--- config.mk ---
export PLATFORM = sky130hd
export DESIGN_NAME = bottle_station_ctrl_flat
export DESIGN_NICKNAME = d
export VERILOG_FILES = /design/src/rtl/bottle_station_ctrl_if.sv /design/src/rtl/bottle_station_ctrl.sv /design/src/flat_wrapper.sv
export SDC_FILE = /design/constraint.sdc
export NUM_CORES = 1
export LEC_CHECK = 0
export CAP_MARGIN = 20
export CORE_MARGIN = 3
export CORE_UTILIZATION = 30
export CTS_BUF_LIST = sky130_fd_sc_hd__clkbuf_8
export CTS_CLUSTER_SIZE = 24
export DETAILED_ROUTE_END_ITERATION = 7
export SLEW_MARGIN = 40
export SYNTH_ARGS = -nofsm -noshare
export SYNTH_HDL_FRONTEND = slang
export SYNTH_SLANG_ARGS = --single-unit
--- constraint.sdc ---
create_clock -name clk -period 2.3 [get_ports clk]
set_input_delay 0.23 -clock clk [delete_from_list [all_inputs] [get_ports clk]]
set_output_delay 0.23 -clock clk [all_outputs]
set_load 0.05 [all_outputs]
--- src/rtl/bottle_station_ctrl_if.sv ---
// Station-side signal bundle for the bottle filling line: the two raw IR
// sensors coming in, pump/stepper drive and status pulses going out.
interface bottle_station_ctrl_if;
  logic       ir_pumpa;          // pump-station IR, 0 = bottle present
  logic       ir_zatvaranje;     // capping-station IR, 0 = bottle present
  logic       pumpa;             // pump enable
  logic [3:0] motor_zatvaranje;  // capping-stepper coil pattern
  logic       pump_busy;
  logic       cap_busy;
  logic       fill_done;
  logic       fill_fault;
  logic       cap_done;

  // Sensor side / status consumer (line model, Raspberry Pi glue, bench)
  modport master (
    output ir_pumpa, ir_zatvaranje,
    input  pumpa, motor_zatvaranje, pump_busy, cap_busy,
           fill_done, fill_fault, cap_done
  );

  // Station controller side
  modport slave (
    input  ir_pumpa, ir_zatvaranje,
    output pumpa, motor_zatvaranje, pump_busy, cap_busy,
           fill_done, fill_fault, cap_done
  );
endinterface

--- src/rtl/bottle_station_ctrl.sv ---
// Station controller: filters the pump and capping IR sensors, fills a bottle
// for a fixed time at the pump station and runs one down/dwell/up stroke of
// the capping-head stepper at the capping station. The two stations are
// fully independent.
module bottle_station_ctrl #(
  parameter int unsigned DEBOUNCE   = 1000,
  parameter int unsigned FILL_TIME  = 750_000_000,
  parameter int unsigned STEP_DELAY = 200_000,
  parameter int unsigned CAP_STEPS  = 3000,
  parameter int unsigned DWELL_TIME = 50_000_000
) (
  input logic                  clk,
  input logic                  rst,
  bottle_station_ctrl_if.slave bus
);

  // Pump FSM encoding
  localparam logic [1:0] P_IDLE       = 2'd0;
  localparam logic [1:0] P_FILL       = 2'd1;
  localparam logic [1:0] P_WAIT_CLEAR = 2'd2;

  // Cap FSM encoding
  localparam logic [1:0] C_IDLE  = 2'd0;
  localparam logic [1:0] C_DOWN  = 2'd1;
  localparam logic [1:0] C_DWELL = 2'd2;
  localparam logic [1:0] C_UP    = 2'd3;

  // Sensor index 0 = pump station, 1 = capping station
  logic [1:0]  sync1, sync2;
  logic [1:0]  filt, filt_d;
  logic [31:0] deb_cnt [2];
  logic [1:0]  arrival;

  logic [1:0]  p_state;
  logic [31:0] fill_cnt;
  logic        fill_done_q, fill_fault_q;

  logic [1:0]  c_state;
  logic [1:0]  ph;
  logic [31:0] tmr;
  logic [31:0] steps;
  logic        cap_done_q;
  logic [3:0]  coil;

  // Synchronize both sensors, then accept a new level only after it has
  // disagreed with the filtered level for DEBOUNCE consecutive cycles.
  always_ff @(posedge clk) begin
    // NOTE: sequential state uses non-blocking assignments so every register
    // in the block samples pre-edge values, independent of statement order.
    if (rst) begin
      sync1  <= 2'b11;
      sync2  <= 2'b11;
      filt   <= 2'b11;
      filt_d <= 2'b11;
      for (int i = 0; i < 2; i++) deb_cnt[i] <= '0;
    end else begin
      sync1  <= {bus.ir_zatvaranje, bus.ir_pumpa};
      sync2  <= sync1;
      filt_d <= filt;
      for (int i = 0; i < 2; i++) begin
        if (sync2[i] != filt[i]) begin
          if (deb_cnt[i] == DEBOUNCE - 1) begin
            filt[i]    <= sync2[i];
            deb_cnt[i] <= '0;
          end else begin
            deb_cnt[i] <= deb_cnt[i] + 32'd1;
          end
        end else begin
          deb_cnt[i] <= '0;
        end
      end
    end
  end

  // A bottle arrives on a filtered 1->0 transition; single-cycle event.
  assign arrival = filt_d & ~filt;

  // Pump FSM: fill for FILL_TIME cycles, abort if the bottle leaves early,
  // then wait for removal so a bottle left in place is filled only once.
  always_ff @(posedge clk) begin
    if (rst) begin
      p_state      <= P_IDLE;
      fill_cnt     <= '0;
      fill_done_q  <= 1'b0;
      fill_fault_q <= 1'b0;
    end else begin
      fill_done_q  <= 1'b0;
      fill_fault_q <= 1'b0;
      case (p_state)
        P_IDLE: begin
          if (arrival[0]) begin
            p_state  <= P_FILL;
            fill_cnt <= '0;
          end
        end
        P_FILL: begin
          // Running the full fill time wins over a removal seen on the
          // very last cycle: the bottle did receive its full dose.
          if (fill_cnt == FILL_TIME - 1) begin
            p_state     <= P_WAIT_CLEAR;
            fill_done_q <= 1'b1;
          end else if (filt[0]) begin
            p_state      <= P_IDLE;
            fill_fault_q <= 1'b1;
          end else begin
            fill_cnt <= fill_cnt + 32'd1;
          end
        end
        P_WAIT_CLEAR: begin
          if (filt[0]) p_state <= P_IDLE;
        end
        default: p_state <= P_IDLE;
      endcase
    end
  end

  // Cap FSM: step the head down CAP_STEPS times, dwell, step back up the
  // same count so the phase index ends where it started. Sensor changes
  // after the start are ignored so the head is never left down.
  always_ff @(posedge clk) begin
    if (rst) begin
      c_state    <= C_IDLE;
      ph         <= 2'd0;
      tmr        <= '0;
      steps      <= '0;
      cap_done_q <= 1'b0;
    end else begin
      cap_done_q <= 1'b0;
      case (c_state)
        C_IDLE: begin
          if (arrival[1]) begin
            c_state <= C_DOWN;
            tmr     <= '0;
            steps   <= '0;
          end
        end
        C_DOWN: begin
          if (tmr == STEP_DELAY - 1) begin
            tmr <= '0;
            ph  <= ph + 2'd1;
            if (steps == CAP_STEPS - 1) begin
              c_state <= C_DWELL;
              steps   <= '0;
            end else begin
              steps <= steps + 32'd1;
            end
          end else begin
            tmr <= tmr + 32'd1;
          end
        end
        C_DWELL: begin
          if (tmr == DWELL_TIME - 1) begin
            tmr     <= '0;
            c_state <= C_UP;
          end else begin
            tmr <= tmr + 32'd1;
          end
        end
        C_UP: begin
          if (tmr == STEP_DELAY - 1) begin
            tmr <= '0;
            ph  <= ph - 2'd1;
            if (steps == CAP_STEPS - 1) begin
              c_state    <= C_IDLE;
              steps      <= '0;
              cap_done_q <= 1'b1;
            end else begin
              steps <= steps + 32'd1;
            end
          end else begin
            tmr <= tmr + 32'd1;
          end
        end
        default: c_state <= C_IDLE;
      endcase
    end
  end

  // Coil pattern for the current phase; coils de-energized when idle.
  always_comb begin
    // NOTE: default assignment first so every path drives coil and no latch
    // is inferred.
    coil = 4'b0000;
    if (c_state != C_IDLE) begin
      case (ph)
        2'd0:    coil = 4'b1100;
        2'd1:    coil = 4'b0110;
        2'd2:    coil = 4'b0011;
        default: coil = 4'b1001;
      endcase
    end
  end

  assign bus.pumpa            = (p_state == P_FILL);
  assign bus.pump_busy        = (p_state != P_IDLE);
  assign bus.fill_done        = fill_done_q;
  assign bus.fill_fault       = fill_fault_q;
  assign bus.motor_zatvaranje = coil;
  assign bus.cap_busy         = (c_state != C_IDLE);
  assign bus.cap_done         = cap_done_q;

endmodule

--- src/flat_wrapper.sv ---
// flat-port wrapper written by rule: the top's interface ports become plain ports
module bottle_station_ctrl_flat 
#(
  parameter int unsigned DEBOUNCE   = 1000,
  parameter int unsigned FILL_TIME  = 750_000_000,
  parameter int unsigned STEP_DELAY = 200_000,
  parameter int unsigned CAP_STEPS  = 3000,
  parameter int unsigned DWELL_TIME = 50_000_000
)
  (clk, rst, bus_ir_pumpa, bus_ir_zatvaranje, bus_pumpa, bus_motor_zatvaranje, bus_pump_busy, bus_cap_busy, bus_fill_done, bus_fill_fault, bus_cap_done);
  bottle_station_ctrl_if bus_i ();
  input logic clk;
  input logic rst;
  input wire logic [$bits(bus_i.ir_pumpa)-1:0] bus_ir_pumpa;
  input wire logic [$bits(bus_i.ir_zatvaranje)-1:0] bus_ir_zatvaranje;
  output wire logic [$bits(bus_i.pumpa)-1:0] bus_pumpa;
  output wire logic [$bits(bus_i.motor_zatvaranje)-1:0] bus_motor_zatvaranje;
  output wire logic [$bits(bus_i.pump_busy)-1:0] bus_pump_busy;
  output wire logic [$bits(bus_i.cap_busy)-1:0] bus_cap_busy;
  output wire logic [$bits(bus_i.fill_done)-1:0] bus_fill_done;
  output wire logic [$bits(bus_i.fill_fault)-1:0] bus_fill_fault;
  output wire logic [$bits(bus_i.cap_done)-1:0] bus_cap_done;
  assign bus_i.ir_pumpa = bus_ir_pumpa;
  assign bus_i.ir_zatvaranje = bus_ir_zatvaranje;
  assign bus_pumpa = bus_i.pumpa;
  assign bus_motor_zatvaranje = bus_i.motor_zatvaranje;
  assign bus_pump_busy = bus_i.pump_busy;
  assign bus_cap_busy = bus_i.cap_busy;
  assign bus_fill_done = bus_i.fill_done;
  assign bus_fill_fault = bus_i.fill_fault;
  assign bus_cap_done = bus_i.cap_done;
  bottle_station_ctrl #(.DEBOUNCE(DEBOUNCE), .FILL_TIME(FILL_TIME), .STEP_DELAY(STEP_DELAY), .CAP_STEPS(CAP_STEPS), .DWELL_TIME(DWELL_TIME)) u_core (.clk(clk), .rst(rst), .bus(bus_i));
endmodule
== After elaboration in Yosys (flattened, before gate mapping) ==
Memories as Yosys holds them, arrays and structs flattened.
Cells that the tools add are included.

* Register bits after elaboration: 113
* Memory bits (writable): 64
* Logic and storage cells: 136
* Memories kept: 1
* Bits of input ports: 4

{| class="wikitable"
|+ Memories
! name !! words !! bits a word !! rd ports !! clocked after Yosys merged registers in !! wr ports !! RTL line !! source
|-
| u_core.deb_cnt || 2 || 32 || 2 || 0 || 2 || bottle_station_ctrl.sv:31 || <nowiki>logic [31:0] deb_cnt [2];</nowiki>
|}

* Reductions and logical operators: 18
* Mux-type cells: 60
* Eq/ne operators: 25
* $add $sub $neg: 7
* Bitwise gates (word level): 11

{| class="wikitable"
|+ Operators by type and width
! operator !! count
|-
| 32-bit 2-to-1 mux || 14
|-
| 32-bit by 1-bit adder with 32-bit output, second input constant || 5
|-
| 32-bit case mux with 2 select lines || 2
|-
| 32-bit case mux with 3 select lines || 1
|-
| 32-bit by 10-bit equality test with 1-bit output, second input constant || 2
|-
| 32-bit by 12-bit equality test with 1-bit output, second input constant || 1
|-
| 32-bit by 18-bit equality test with 1-bit output, second input constant || 1
|-
| 32-bit by 26-bit equality test with 1-bit output, second input constant || 1
|-
| 32-bit by 30-bit equality test with 1-bit output, second input constant || 1
|-
| 1-bit 2-to-1 mux || 27
|-
| 2-bit 2-to-1 mux || 11
|-
| 2-bit by 1-bit inequality test with 1-bit output, second input constant || 8
|-
| 4-bit case mux with 3 select lines || 1
|-
| 2-bit nonzero test || 5
|-
| 2-bit equality test, second input constant || 4
|-
| 2-bit case mux with 4 select lines || 1
|-
| 2-bit by 1-bit equality test with 1-bit output, second input constant || 3
|-
| 2-bit zero test || 3
|-
| 1-bit OR || 6
|-
| 2-bit case mux with 3 select lines || 1
|-
| 3-bit AND reduction || 2
|-
| 6-bit AND reduction || 1
|-
| 3-bit OR reduction || 2
|-
| 4-bit 2-to-1 mux || 1
|-
| other kinds (11) || 17
|}

== Logic depth before layout (Yosys ltp) ==
Gate-level depths: netlist of run 1.

* Word-level depth: 8
* Gate-level depth with buffers: 9
* Gate-level depth less buffers: 8

== Worst setup path before layout of run 1 ==
Ideal clock, no wire load.

* Path kind: register to register
* Start: mem u_core.deb_cnt[1][19]
* End: mem u_core.deb_cnt[1][22], data pin
* Data required time: 2043 ps
* Clock period less this slack: 2417 ps
* Path slack: -117 ps
* Stages on the path, launching flop included: 8
* Setup time: 257 ps
* Arrival: 2160 ps
* Cell sequence: edfxtp_1 or4_1 or4_1 nor4_2 or3_1 buf_2 buf_2 nor2_1

{| class="wikitable"
|+ RTL lines
! element !! RTL line
|-
| from (decl) || bottle_station_ctrl.sv:31
|}

== Final worst setup path of run 1 ==
* Start: reg u_core.tmr[26]
* End: reg u_core.steps[5]

* Longest elaborated chain between the ends: 3

{| class="wikitable"
|+ RTL lines
! element !! RTL line !! source
|-
| from (decl) || bottle_station_ctrl.sv:40 || <nowiki>logic [31:0] tmr;</nowiki>
|-
| from (signal assigned) || bottle_station_ctrl.sv:148 || <nowiki>tmr <= tmr + 32'd1;</nowiki>
|-
| from (signal assigned) || bottle_station_ctrl.sv:156 || <nowiki>tmr <= tmr + 32'd1;</nowiki>
|-
| from (signal assigned) || bottle_station_ctrl.sv:171 || <nowiki>tmr <= tmr + 32'd1;</nowiki>
|-
| 32-bit by 18-bit equality test with 1-bit output || bottle_station_ctrl.sv:138, bottle_station_ctrl.sv:160 ||
|-
| 2-bit by 1-bit inequality test with 1-bit output (no source line) || n/a ||
|-
| 3-bit AND reduction (no source line) || n/a ||
|-
| to (signal assigned) || bottle_station_ctrl.sv:145 || <nowiki>steps <= steps + 32'd1;</nowiki>
|-
| to (signal assigned) || bottle_station_ctrl.sv:168 || <nowiki>steps <= steps + 32'd1;</nowiki>
|-
| to (decl) || bottle_station_ctrl.sv:41 || <nowiki>logic [31:0] steps;</nowiki>
|}

Every way passes these cells.
A chain may end at the register's enable or synchronous reset.

==> results summary, run 1 <==
The flow ran to the end, but the final reports show violations. The final reports fail on negative setup slack. The type of the worst min-delay path is input port to flop. The multi-input combinational cell area is 5800 µm². The area of the mapped netlist came out at 9580 µm². The share of total power dissipated in combinational logic is 17.4%. The detailed-router iteration count before antenna repair came out at 5.

The total power density per cell area came out at 541 nW/µm². For this configuration, the core starts out at a cell density of 30.9%. The overall track demand over capacity in global routing came out at 14.0%. Headroom to the max-slew limit came out at 51.3%. For the pin with the worst max-slew slack, the measured transition is 730 ps.

The number of instances in the synthesized netlist is 1,098. Timing analysis after detailed placement gives a worst setup slack of -154 ps. The number of hold buffers added after CTS was 0. The total non-filler cell area in the finished layout came out at 12,400 µm².

The standard cell area after detailed placement came out at 11,200 µm². The share of total power dissipated in sequential elements is 49.7%. The antenna diode count came out at 0. The total I/O pin count is 14. After clock tree synthesis, the clock-pin slew on the worst setup and hold paths is 100 ps. The wire length per cell is 14.2 µm.

In the final layout, the share of cells above drive strength 1 is 23.1%. Registers take 4200 µm². After filler insertion, the fill cell instance count of the layout stands at 3,037. The chip height came out at 185 µm. The worst setup path is launched from a flop.

In this run the biggest area consumer among cell types represents 23.6% of the synthesized area. The full die area came out at 34,100 µm². Yosys instantiated no cell more often than sky130_fd_sc_hd__nor2_1. The number of violations reported at the end of detailed-routing iteration 0 is 580. The type of element capturing the critical path is a flop.

The number of global-route vias before repair is 8,166. The final total negative setup slack came out at -2120 ps. Summed over all nets, the switching power comes to 1.97 mW. The proportion of power drawn by the clock network came out at 32.9%. The wire length of the first global-routing pass is 39.5 mm. The remaining antenna violation count after routing came out at 0. Net switching is 29.3% of the power. Across the run, the number of max-cap violations was 0. The number of port buffers came out at 13. The final estimated routing congestion in global placement came out at 0.882. The maximum fanout encountered on the critical timing path is 12. The part of the cycle the worst path needs came out at 105%. The maximum number of pins on one net before global-route repair is 52. The most used flip-flop cell after synthesis is sky130_fd_sc_hd__dfxtp_1.

The hold violation count in the final report came out at 0. In this run the deepest clock path goes through 2 buffers. The number of antenna violations at the first check in global routing is 0. The area growth from synthesis to layout is 30.0%.

The async set or reset register ratio after synthesis is 0%. Internal power comes to 4.77 mW. The number of placed instances, taps included, is 1,653.

In this run the horizontal extent of the chip is 185 µm. Summed over all cells, the static leakage comes to 4.35 nW. The mean instance size in the synthesized netlist came out at 8.72 µm².

The fmax is 414 MHz. The clock drives 177 sinks. The type of the worst setup path is flop to flop.

Sorting the synthesized cells by area gives the leading types as sky130_fd_sc_hd__dfxtp_1 24%, sky130_fd_sc_hd__edfxtp_1 20%, sky130_fd_sc_hd__nor2_1 6.0%, sky130_fd_sc_hd__xnor2_1 4.1%, sky130_fd_sc_hd__xor2_1 3.8%. The sequential-to-total area share from yosys stat is 43.7%. Setup repair after global routing could not meet its margin everywhere.

After synthesis, the most frequently instantiated cells are 153 x sky130_fd_sc_hd__nor2_1, 113 x sky130_fd_sc_hd__dfxtp_1, 86 x sky130_fd_sc_hd__nand2_1. TritonCTS built the clock tree. The count of final setup violators came out at 36. Cells fill 40.2% of the core in the end. The wire length reported by the detailed router came out at 24.2 mm.

The residual DRC count came out at 0. The maximum ir drop on the vdd rail came out at 273 µV. After layout, the worst setup slack is -114 ps. The total overflow left after global routing is 0.

The synthesized design contains 64 enable-type register cells. The time the worst path needs with I/O delays and setup came out at 2410 ps. The data arrival at the endpoint of the critical path is 2820 ps. The max-slew violation count is 0. Yosys printed 0 warnings. The H-tree was split into 4 levels. In the routed layout, each cell is associated on average with a via count of 5.14. The number of standard-cell rows in the floorplan came out at 64. The count of distinct cell types in the synthesized netlist came out at 69. After the last flow step, the layout net total stands at 1,317. The clock buffer count from CTS came out at 17.

The post-layout instance count excluding filler cells came out at 1,708. Of all cell types, the one taking the most synthesized area is sky130_fd_sc_hd__dfxtp_1. The worst setup skew after layout is 16.3 ps.

The core region is 31,000 µm². The data required time at the worst endpoint came out at 2710 ps. The HPWL after detailed placement came out at 16.4 mm. The routed layout has 8,773 vias. The register bit count reported by yosys is 177. The clock reaches the later pin of the worst-skew pair after 470 ps. The clock root buffer is sky130_fd_sc_hd__clkbuf_8.
## worst max-delay path, cell delays in order, from the launching register on
cell,delay (ps)
sky130_fd_sc_hd__dfxtp_2,350
sky130_fd_sc_hd__nor4_4,260
sky130_fd_sc_hd__buf_4,160
sky130_fd_sc_hd__nand4_1,200
sky130_fd_sc_hd__o41ai_4,430
sky130_fd_sc_hd__nand3b_4,130
sky130_fd_sc_hd__buf_8,160
sky130_fd_sc_hd__or4_1,500
sky130_fd_sc_hd__a21oi_1,160
## layout make-up
cell class                 instances  share of cell area (%)
inverter                          33                    1.03
clock buffer                      19                    2.10
timing repair buffer             164                    11.5
tap                              396                    3.98
clock inverter                    13                    1.09
sequential                       177                    33.7
multi-input combinational        906                    46.6
## routing by layer
layer  up-vias  track usage [%]  wire (µm)  share of wire, %
met5         -                0          0                 0
met4         0             3.99        463               1.9
met3        47             2.62        976               4.0
met2       181             23.1      11500                47
met1      4183             18.8      11300                47
li1       4362                -          -                 -
## logic make-up after synthesis
kind of cell    Yosys count  synth area share (%)
simple gates            584                  32.6
other cells               1                0.0392
flops                   177                  43.7
buf+inv                  80                  3.63
xor+xnor                 87                  7.96
mux                       5                 0.549
compound gates          150                  9.68
fa+ha+maj                14                  1.83
## power groups by stage
| stage | Clock, mW | Sequential [mW] | Combinational, mW |
|---|---|---|---|
| 2_1_floorplan | 0 | 3.41 | 0.597 |
| 3_3_place_gp | 0 | 3.42 | 0.962 |
| 3_5_place_dp | 0 | 3.42 | 0.960 |
| 4_1_cts | 2.28 | 3.35 | 1.05 |
| 5_1_grt | 2.40 | 3.36 | 1.28 |
| 6_report | 2.21 | 3.35 | 1.17 |
## cells in the final DEF (no fill, tap or decap), types with 5 or more instances in the layout
cell type / synthesis / routed
sky130_fd_sc_hd__buf_8: 0 / 5
sky130_fd_sc_hd__or2_2: 11 / 10
sky130_fd_sc_hd__nor4b_1: 11 / 11
sky130_fd_sc_hd__or3_1: 47 / 45
sky130_fd_sc_hd__nand4_1: 52 / 52
sky130_fd_sc_hd__and3_1: 22 / 22
sky130_fd_sc_hd__nand3_1: 67 / 66
sky130_fd_sc_hd__o21ai_0: 45 / 35
sky130_fd_sc_hd__xor2_1: 42 / 42
sky130_fd_sc_hd__and2_1: 9 / 8
sky130_fd_sc_hd__edfxtp_1: 64 / 64
sky130_fd_sc_hd__or4_1: 11 / 8
sky130_fd_sc_hd__a31oi_1: 8 / 7
sky130_fd_sc_hd__conb_1: 1 / 64
sky130_fd_sc_hd__dfxtp_2: 0 / 10
sky130_fd_sc_hd__buf_4: 0 / 126
sky130_fd_sc_hd__clkbuf_8: 0 / 19
sky130_fd_sc_hd__nor4_4: 1 / 6
sky130_fd_sc_hd__nand2_1: 86 / 85
sky130_fd_sc_hd__a21oi_1: 53 / 51
sky130_fd_sc_hd__o211ai_1: 7 / 7
sky130_fd_sc_hd__inv_1: 33 / 33
sky130_fd_sc_hd__o21ai_1: 1 / 9
sky130_fd_sc_hd__or4_4: 2 / 5
sky130_fd_sc_hd__ha_1: 14 / 13
sky130_fd_sc_hd__nor4_1: 35 / 29
sky130_fd_sc_hd__xnor2_1: 45 / 45
sky130_fd_sc_hd__buf_6: 4 / 18
sky130_fd_sc_hd__and4_1: 7 / 7
sky130_fd_sc_hd__nor3_2: 2 / 5
sky130_fd_sc_hd__nor2_1: 153 / 120
sky130_fd_sc_hd__buf_12: 0 / 5
sky130_fd_sc_hd__a41oi_1: 7 / 6
sky130_fd_sc_hd__nor3_1: 31 / 28
sky130_fd_sc_hd__nor2_2: 1 / 22
sky130_fd_sc_hd__dfxtp_1: 113 / 103
sky130_fd_sc_hd__nor2_4: 0 / 12
sky130_fd_sc_hd__clkdlybuf4s50_1: 0 / 6
sky130_fd_sc_hd__nand4b_1: 6 / 6
## metrics by stage
stage / power [mW] / hold slack (ps)
CTS: 6.69 / 84.3
global route: 7.04 / 113
finish: 6.74 / 110
floorplan: 4.01 / 334
detailed placement: 4.38 / 425
global placement: 4.38 / 417
## flip-flops by register name (all words and copies together) (netlist names)
signal / cells
u_core.deb_cnt: 64
u_core.fill_cnt: 32
u_core.steps: 32
u_core.tmr: 32
u_core.c_state: 2
u_core.filt: 2
u_core.filt_d: 2
u_core.p_state: 2
u_core.ph: 2
u_core.sync1: 2
u_core.sync2: 2
u_core.bus.cap_done: 1
u_core.bus.fill_done: 1
u_core.bus.fill_fault: 1
## repair_timing
| item | in CTS | in global routing |
|---|---|---|
| endpoints found under the setup margin | 80 | 119 |
| buffers inserted | 10 | 10 |
| gates cloned | 3 | 2 |
| resized for setup | 58 | 98 |
| pin swaps | 57 | 66 |
## worst paths after layout
path	start	to	slack (ps)	cells after the start
setup / recovery	u_core.tmr[26]	u_core.steps[5]	-110	8
hold / removal	rst	u_core.tmr[13]	110	2
setup reg to reg	u_core.tmr[26]	u_core.steps[5]	-110	8
hold reg to reg	u_core.sync1[1]	u_core.sync2[1]	450	1
(Power assumes the default switching activity.)
==> run 2, diff against run 1 <==
Settings changed: HOLD_SLACK_MARGIN set to 0.08.
==> results of run 2 <==
No change in the layout: final DEF, timing and power equal those of run 1.
